### src/rtl/data_mem_access_unit.sv
// Data memory initiator: turns one load/store request into one data_memory access cycle and returns a response.
// Latency: request accepted at edge N, memory accessed during N..N+1, response valid from edge N+1.
// Backpressure: req_ready only in IDLE; response held in RESP until rsp_ready. `DMAU_STATS_EN adds load/store counters.
module data_mem_access_unit #(
    parameter int WIDTH   = 16,
    parameter int REGBITS = 8
) (
    input  logic               clk,
    input  logic               reset,
    input  logic               req_valid,
    output logic               req_ready,
    input  logic               req_we,
    input  logic [REGBITS-1:0] req_addr,
    input  logic [WIDTH-1:0]   req_wdata,
    output logic               rsp_valid,
    input  logic               rsp_ready,
    output logic [WIDTH-1:0]   rsp_data,
    output logic               rsp_is_store,
    output logic [REGBITS-1:0] mem_addr,
    output logic [WIDTH-1:0]   mem_w_data,
    output logic               mem_wr,
    output logic               mem_rd,
    input  logic [WIDTH-1:0]   mem_r_data
`ifdef DMAU_STATS_EN
    ,
    output logic [15:0]        load_count,
    output logic [15:0]        store_count
`endif
);

    typedef enum logic [1:0] {
        IDLE   = 2'd0,
        ACCESS = 2'd1,
        RESP   = 2'd2
    } state_t;

    state_t             r_state;
    state_t             w_next_state;
    logic               r_we;
    logic [REGBITS-1:0] r_addr;
    logic [WIDTH-1:0]   r_wdata;
    logic [WIDTH-1:0]   r_rsp_data;
    logic               r_rsp_is_store;
    logic               w_accept;

    // State register; reset aborts any access in flight and clears mem_wr at once
    always_ff @(posedge clk or posedge reset) begin
        if (reset) begin
            r_state <= IDLE;
        end else begin
            r_state <= w_next_state;
        end
    end

    // Next-state and state-decoded outputs; strobes come from the state register only
    always_comb begin
        w_next_state = r_state;
        req_ready    = 1'b0;
        rsp_valid    = 1'b0;
        mem_wr       = 1'b0;
        mem_rd       = 1'b0;
        w_accept     = 1'b0;
        case (r_state)
            IDLE: begin
                req_ready = ~reset;
                if (req_valid) begin
                    w_accept     = 1'b1;
                    w_next_state = ACCESS;
                end
            end
            ACCESS: begin
                mem_wr       = r_we;
                mem_rd       = ~r_we;
                w_next_state = RESP;
            end
            RESP: begin
                rsp_valid = 1'b1;
                if (rsp_ready) begin
                    w_next_state = IDLE;
                end
            end
            default: begin
                w_next_state = IDLE;
            end
        endcase
    end

    // Request latch: captured only on acceptance so later req_* changes are ignored
    always_ff @(posedge clk or posedge reset) begin
        if (reset) begin
            r_we    <= 1'b0;
            r_addr  <= '0;
            r_wdata <= '0;
        end else if (w_accept) begin
            r_we    <= req_we;
            r_addr  <= req_addr;
            r_wdata <= req_wdata;
        end
    end

    // Response capture at the closing edge of ACCESS; held stable through RESP
    always_ff @(posedge clk or posedge reset) begin
        if (reset) begin
            r_rsp_data     <= '0;
            r_rsp_is_store <= 1'b0;
        end else if (r_state == ACCESS) begin
            r_rsp_data     <= r_we ? '0 : mem_r_data;
            r_rsp_is_store <= r_we;
        end
    end

    assign mem_addr     = r_addr;
    assign mem_w_data   = r_wdata;
    assign rsp_data     = r_rsp_data;
    assign rsp_is_store = r_rsp_is_store;

`ifdef DMAU_STATS_EN
    logic [15:0] r_load_count;
    logic [15:0] r_store_count;

    // Saturating access counters, bumped as each ACCESS cycle completes
    always_ff @(posedge clk or posedge reset) begin
        if (reset) begin
            r_load_count  <= '0;
            r_store_count <= '0;
        end else if (r_state == ACCESS) begin
            if (r_we) begin
                if (r_store_count != 16'hFFFF) r_store_count <= r_store_count + 16'd1;
            end else begin
                if (r_load_count != 16'hFFFF) r_load_count <= r_load_count + 16'd1;
            end
        end
    end

    assign load_count  = r_load_count;
    assign store_count = r_store_count;
`endif

endmodule

### config.mk
export PLATFORM = sky130hd
export DESIGN_NAME = data_mem_access_unit
export DESIGN_NICKNAME = d
export VERILOG_FILES = /design/src/rtl/data_mem_access_unit.sv
export SDC_FILE = /design/constraint.sdc
export NUM_CORES = 1
export LEC_CHECK = 0
export ABC_AREA = 0
export CORE_MARGIN = 5
export CORE_UTILIZATION = 39
export CTS_CLUSTER_SIZE = 8
export DETAILED_ROUTE_END_ITERATION = 16
export GPL_ROUTABILITY_DRIVEN = 0
export HOLD_SLACK_MARGIN = 0.03
export PLACE_DENSITY = 0.88
export SETUP_SLACK_MARGIN = 0.15
export SLEW_MARGIN = 20
export SYNTH_ARGS = -nofsm -noshare
export SYNTH_HDL_FRONTEND = slang
export SYNTH_SLANG_ARGS = --single-unit
### constraint.sdc
create_clock -name clk -period 1.6 [get_ports clk]
set_input_delay 0.16 -clock clk [delete_from_list [all_inputs] [get_ports clk]]
set_output_delay 0.16 -clock clk [all_outputs]
set_load 0.005 [all_outputs]
Word level (Yosys, flattened, before mapping)
Cells that the tools add are included.
Widths: inputs -> output; s select.
{"block": "totals", "out_inout_bits": 45, "inputBits": 45, "ff_bits": 44}
{"block": "classes", "n_eq_ne": 4, "bitwise_logic": 2, "muxes": 10, "reduce_logical": 2}
{"cell": "$mux 16", "count": 1}
{"cell": "$mux 1", "count": 6}
{"cell": "$pmux 2 s3", "count": 1}
{"cell": "$mux 2", "count": 2}
{"cell": "$ne 2x2->1 const B", "count": 2}
{"cell": "$eq 2x1->1 const B", "count": 1}
{"cell": "$eq 2x2->1 const B", "count": 1}
{"cell": "$logic_not 2->1", "count": 1}
{"cell": "$not 1->1", "count": 2}
{"cell": "$reduce_and 2->1", "count": 1}

Depth between registers and ports, before layout
Gate-level depths: netlist of the first run.
{"block": "logic_depth", "word_depth": 3, "ltp_mapped": 3, "mapped_depth_nobuf": 2}

Least setup slack after synthesis of the first run
OpenSTA, ideal clock, no wires.
{"block": "synth_timing", "path_type": "register -> register", "start": "register r_state[1]", "end": "register r_addr[0] (netlist: mem_addr[0])", "n_path_buf": 1, "setup_slack_ns": 0.185, "stages_incl_launch_ff": 4, "setup_time_ns": 0.125, "arrival_time_ns": 1.290, "t_required_ns": 1.475, "period_less_slack_ns": 1.415, "path_cell_list": "dfrtp_1 -> nor3b_4 -> buf_6 -> mux2_2"}
{"block": "synth_via", "elab_chain_cells": 2}
{"element": "from (decl)", "line_no": "37", "rtl": "state_t r_state;"}
{"element": "from (signal assigned)", "line_no": "51", "rtl": "r_state <= w_next_state;"}
{"element": "$logic_not 2->1", "line_no": "63", "rtl": "case (r_state)"}
{"element": "$mux 1", "line_no": "63"}
{"element": "to (signal assigned)", "line_no": "96", "rtl": "r_addr <= req_addr;"}
{"element": "to (decl)", "line_no": "40", "rtl": "logic [REGBITS-1:0] r_addr;"}
Every way passes these cells.
A chain may end at the register's enable or synchronous reset.

Worst setup path after layout of the first run
{"block": "layout_timing", "start": "register r_state[1]", "end": "register r_wdata[10] (netlist: mem_w_data[10])"}
{"block": "layout_via", "elab_chain_cells": 2}
{"element": "$logic_not 2->1", "line_no": "63"}
{"element": "$mux 1", "line_no": "63"}
{"element": "to (signal assigned)", "line_no": "97", "rtl": "r_wdata <= req_wdata;"}
{"element": "to (decl)", "line_no": "41", "rtl": "logic [WIDTH-1:0] r_wdata;"}
Every way passes these cells.

==> reports/results.ini, run 1 <==
[grt]
antenna_found_initial = 0
grt_use_total_pct = 14.6
gr-total-overflow = 0
grt_pass1_vias = 1452
grt_pass1_wl_um = 7040
grt_max_degree = 45

[timing]
final_max_slew_viol_count = 0
max_freq_ghz = 0.664
period_share_pct = 94.1
setup_ws_ps = 94.1
timing.setup.tns_ps = 0
fin_crit_ps = 1510
worst_pin_slew_ps = 229
fin_skew_ps = 7.46
hold_viol_final = 0
relSlewSlack_pct = 84.7
setup_violations = 0
grt_setup_unrepaired = yes

[synthesis]
synth_warnings = 0
synth-compound-area-share_pct = 0.422
syn-num-nets = 162
yosys.area_share.simple_pct = 8.37
synth_top_family_by_area = multiplexers
synth_top_area_share_pct = 61.9
yosysSeqAreaShare_pct = 61.9
ys_types = 11
syn_inst = 117
synth-xor-area-share_pct = 0
synthAdderAreaFrac_pct = 0
synth_area_mm2 = 0.00178
synthMuxAreaShare_pct = 26.6
yosys.area.top_type = dfrtp_1
synth_seq_cells = 44
yosys-top-cells-area = dfrtp_1, mux2_2, nor2b_1, buf_6, nor3b_4
syn_area_per_cell_um2 = 15.2

[critical_path]
crit_required_ps = 1770
cp_max_fo = 26
reg2regPathDepth = 4
path_class = reg -> reg
arrival_ps = 1680
critPathCaptureType = flip-flop
critPathLaunchType = flip-flop

[clocking]
htreeDepth = 2
clockBufferDepth = 2
clock_sinks = 44
cts_buffers = 5
clkTransAtPathRegs_ps = 80
cts_tree = yes
insertion_delay_ps = 290
cts-root-buf = clkbuf_8
hold_buffers = 0

[final_layout]
finalNetCount = 260
fill_cells = 338
multi_input_area_um2 = 637
area_growth_pct = 60.5
final_cells = 267
layout-drive-gt1-share_pct = 28.4
diodes = 0
seq_area_mm2 = 0.00110

[floorplanning]
die_y_um = 77.5
initial_core_util_pct = 40.6
fp.dieW_um = 77.5
die-area_mm2 = 0.00601
floorplan.io_pins = 90
core.rowCount = 24
core-area_mm2 = 0.00438

[pwr]
p_total_w = 0.00482
ir_worst_vdd_mv = 0.826
power.density_mw_per_mm2 = 1690
p_leak_nw = 1.22

[flow_run]
cap_violations = 0

[placement]
dp_hpwl_um = 3110
dp_slack_ps = 32.9
numPortBuffers = 89
dp_cells = 258

[route]
vias = 1261
ant_nets = 0
drt_iter0_drc = 46
avgViaCountPerCell = 4.72
firstDrtPassIters = 2
totalWireLength_um = 4110
drc_errors = 0
wl_per_cell_um = 15.4

[worst_hold_path]
min_path_type = in -> async

[outcome]
status = finished clean

## cells in the final DEF (no fill, tap or decap)
cell type        count
clkdlybuf4s50_1     85
dfrtp_1             43
mux2_2              42
nor2b_1             18
buf_4                6
clkbuf_8             5
clkbuf_2             2
dlygate4sd2_1        2
buf_12               2
nor2b_4              1
nor3b_4              1
and2_1               1
nor3_1               1
clkinv_1             1
inv_1                1
a21o_1               1
clkbuf_1             1
clkinv_2             1
dfrtp_2              1
## through the flow
| stage | cell area [µm²] | hold WS (ps) | utilization (%) |
|---|---|---|---|
| 2_1_floorplan | 1780 | 312 | - |
| 3_3_place_gp | 2770 | 489 | 63.1 |
| 3_5_place_dp | 2770 | 495 | 63.1 |
| 4_1_cts | 2860 | 238 | 65.2 |
| 5_1_grt | 2850 | 275 | 65.1 |
| 6_report | 2850 | 232 | 65.1 |
## flip-flops by register name, summed over array words and instances, names as in the netlist
| name | cells |
|---|---|
| rsp_data | 16 |
| rsp_is_store | 1 |
| mem_addr | 8 |
| r_we | 1 |
| r_state | 2 |
| mem_w_data | 16 |
## cells by family (layout without fill, tap and decap cells)
family          count (synthesis)  in the layout
mux                            42             42
compound gates                  1              1
buf+inv                         8            106
simple gates                   22             22
flops                          44             44
## worst max-delay path: stages, from the launching register on
cell     delay (ps)
dfrtp_2         450
buf_4           150
nor3b_4         220
buf_12          210
mux2_2          350
## cells in the mapped netlist
cell type / instances
a21o_1: 1
clkbuf_1: 2
buf_2: 2
nor3_1: 1
buf_6: 2
and2_1: 1
nor2b_1: 19
nor3b_4: 1
dfrtp_1: 44
mux2_2: 42
inv_1: 2
## power by group
group / internal, W / switching (W) / total [W]
Combinational: 0.00158 / 0.000702 / 0.00228
Clock: 0.000297 / 0.000339 / 0.000635
Sequential: 0.00163 / 0.000274 / 0.00190
Total: 0.00351 / 0.00131 / 0.00482
## path summary, 6_finish.rpt
check                                from        endpoint  slack, ps
max in group asynchronous           reset      r_state[1]       1160
hold / removal                      reset     rsp_data[4]        230
setup / recovery               r_state[1]  mem_w_data[10]         90
min in group clk                rsp_ready      r_state[1]        460
hold reg to reg            mem_w_data[14]  mem_w_data[14]        510
setup reg to reg               r_state[1]  mem_w_data[10]         90
## per-layer routing
metal  track usage [%]  up-vias  part of all wire [%]
met4              3.61        0                  0.97
met5                 0        -                     0
li1                  -      588                     -
met1              16.6      612                    39
met3              8.10        5                    12
met2              23.9       56                    49
## timing repair
action	in CTS	in global routing
pin swaps	0	0
gates resized for setup	6	4
buffers inserted	2	0
endpoints found under the setup margin	4	28
## layout make-up
type / instances / area share (%)
Clock buffer: 6 / 2.54
Tap cell: 52 / 2.28
Timing Repair Buffer: 97 / 33.8
Clock inverter: 1 / 0.175
Inverter: 2 / 0.263
Multi-Input combinational cell: 65 / 22.3
Sequential cell: 44 / 38.6
Note: power is estimated with default switching activity, not from simulation.
==> run 2: changes to the inputs <==
==> constraint.sdc (replaced) <==
create_clock -name clk -period 1.54 [get_ports clk]
set_input_delay 0.154 -clock clk [delete_from_list [all_inputs] [get_ports clk]]
set_output_delay 0.154 -clock clk [all_outputs]
set_load 0.1 [all_outputs]
==> run 2 against run 1 <==
  * The flow now finishes with violations (setup timing)
  * Die area unchanged
  * Hold slack improved by 42 ps
  * Maximum frequency down 2.5%
  * Clock skew grew 2.5 ps
==> reports/results.ini, run 2 (synthesis gave the netlist of run 1 again) <==
[route]
avgViaCountPerCell = 4.81  ; +1.9%
firstDrtPassIters = 4  ; +2
vias = 1324  ; +5.0%
drc_errors = 0  ; unchanged
totalWireLength_um = 5570  ; +36%
drt_iter0_drc = 37  ; -20%
ant_nets = 0  ; unchanged
wl_per_cell_um = 20.3  ; +32%

[final_layout]
seq_area_mm2 = 0.00110  ; +0.11%
fill_cells = 223  ; -34%
area_growth_pct = 104
layout-drive-gt1-share_pct = 52.9  ; +25 points
mostFrequentLayoutCell = buf_12
multi_input_area_um2 = 793  ; +25%
diodes = 0  ; unchanged
fin_util_pct = 82.6  ; +17 points
layout_common_cells = buf_12, clkdlybuf4s50_1, dfrtp_1, mux2_4, nor2b_1
finalNetCount = 267  ; +2.7%

[floorplanning]
die-area_mm2 = 0.00601  ; unchanged
core-area_mm2 = 0.00438  ; unchanged
initial_core_util_pct = 40.6  ; unchanged
fp.dieW_um = 77.5  ; unchanged
die_y_um = 77.5  ; unchanged
core.rowCount = 24  ; unchanged
floorplan.io_pins = 90  ; unchanged

[critical_path]
critPathCaptureType = flip-flop
slowest_delay_ps = 440  ; about the same
slowest_stage = dfrtp_2
crit_required_ps = 1720  ; -50 ps
path_class = reg -> reg
crit_family = buffers and inverters
crit_buf_inv = 3  ; +1
crit_top_cell = buf_6
critPathLaunchType = flip-flop
cp_max_fo = 6  ; -77%
crit_chain = buf_6, nor3b_4, buf_6, clkbuf_16, mux2_4
arrival_ps = 1720  ; +40 ps

[outcome]
violations = setup timing
status = complete, but fails checks

[clocking]
clkTransAtPathRegs_ps = 90  ; about the same
cts_buffers = 5  ; unchanged
clockBufferDepth = 2  ; unchanged
cts-root-buf = clkbuf_8
insertion_delay_ps = 300  ; about the same
cts_tree = yes
htreeDepth = 2  ; unchanged
hold_buffers = 0  ; unchanged
clock_sinks = 44  ; unchanged

[flow_run]
cap_violations = 0  ; unchanged

[timing]
max_freq_ghz = 0.647  ; -2.5%
final_max_slew_viol_count = 0  ; unchanged
hold_viol_final = 0  ; unchanged
fin_crit_ps = 1540  ; +38.8 ps
fin_skew_ps = 9.98  ; +2.52 ps
worst_pin_slew_ps = 333  ; +103 ps
period_share_pct = 100  ; +6.2 points
grt_setup_unrepaired = yes
setup_violations = 1  ; +1
relSlewSlack_pct = 77.8  ; -6.9 points
setup_ws_ps = -4.71  ; -98.8 ps

[placement]
dp_hpwl_um = 3450  ; +11%
numPortBuffers = 89  ; unchanged

[grt]
grt_max_degree = 26  ; -42%
grt_pass1_vias = 1505  ; +3.7%
antenna_found_initial = 0  ; unchanged
grt_pass1_wl_um = 7870  ; +12%
grt_use_total_pct = 16.7  ; +2.1 points
gr-total-overflow = 0  ; unchanged

[worst_hold_path]
min_path_type = in -> async

## run 2: cell types whose count changed in the layout (fill, tap and decap cells not counted), moves of 3 or more
cell	previous run	this run
buf_12	2	48
clkdlybuf4s50_1	85	44
mux2_2	42	8
mux2_4	0	34
buf_6	0	3
## run 2: through the flow
stage	std cells	setup WS, ps	hold WS [ps]	area, µm²	TNS (ps)
4_1_cts	272	8.16	280	3440	0
5_1_grt	275	-60.4	307	3620	-1020
3_3_place_gp	258	20.4	555	3270	0
2_1_floorplan	117	84.4	302	1840	0
3_5_place_dp	258	-18.1	561	3270	-27.5
6_report	275	-4.71	274	3620	-4.71
## run 2: repair_timing
| action | CTS | global route |
|---|---|---|
| resized for setup | 4 | 32 |
| buffers inserted | 5 | 1 |
| endpoints found under the hold margin | 0 | 0 |
| pin swaps | 1 | 1 |
| setup endpoints to repair | 20 | 29 |
| gates cloned | 1 | 2 |
## run 2: final cells by class
type	instances	share of cell area, %
inverter	2	0.207
tap	52	1.80
sequential	44	30.5
clock buffer	6	2.28
clock inverter	2	0.277
timing repair buffer	104	43.0
multi-input combinational	65	21.9
## run 2: layer usage
layer  up-vias  track usage, %  wire length, µm
met2        58            30.0             3080
met5         -               0                0
met1       655            17.2             1890
li1        603               -                -
met3         8            8.22              498
met4         0            4.30              103
## run 2: worst register-to-register path: stages (launching register included)
cell       delay (ps)
dfrtp_2           440
buf_6             140
nor3b_4           200
buf_6             180
clkbuf_16         170
mux2_4            300
## run 2: worst paths after layout
check	start	end	slack, ps	cells past startpoint
setup / recovery	r_state[1]	mem_w_data[15]	-5	5
hold / removal	reset	mem_w_data[0]	270	3
setup reg to reg	r_state[1]	mem_w_data[15]	-5	5
hold reg to reg	rsp_data[9]	rsp_data[9]	580	1
max in group asynchronous	reset	mem_addr[7]	970	3
min in group clk	rsp_ready	r_state[1]	440	3
Power of run 2 is not shown: default switching activity piles up to over one toggle a cycle in this logic, so the estimate is an artifact.
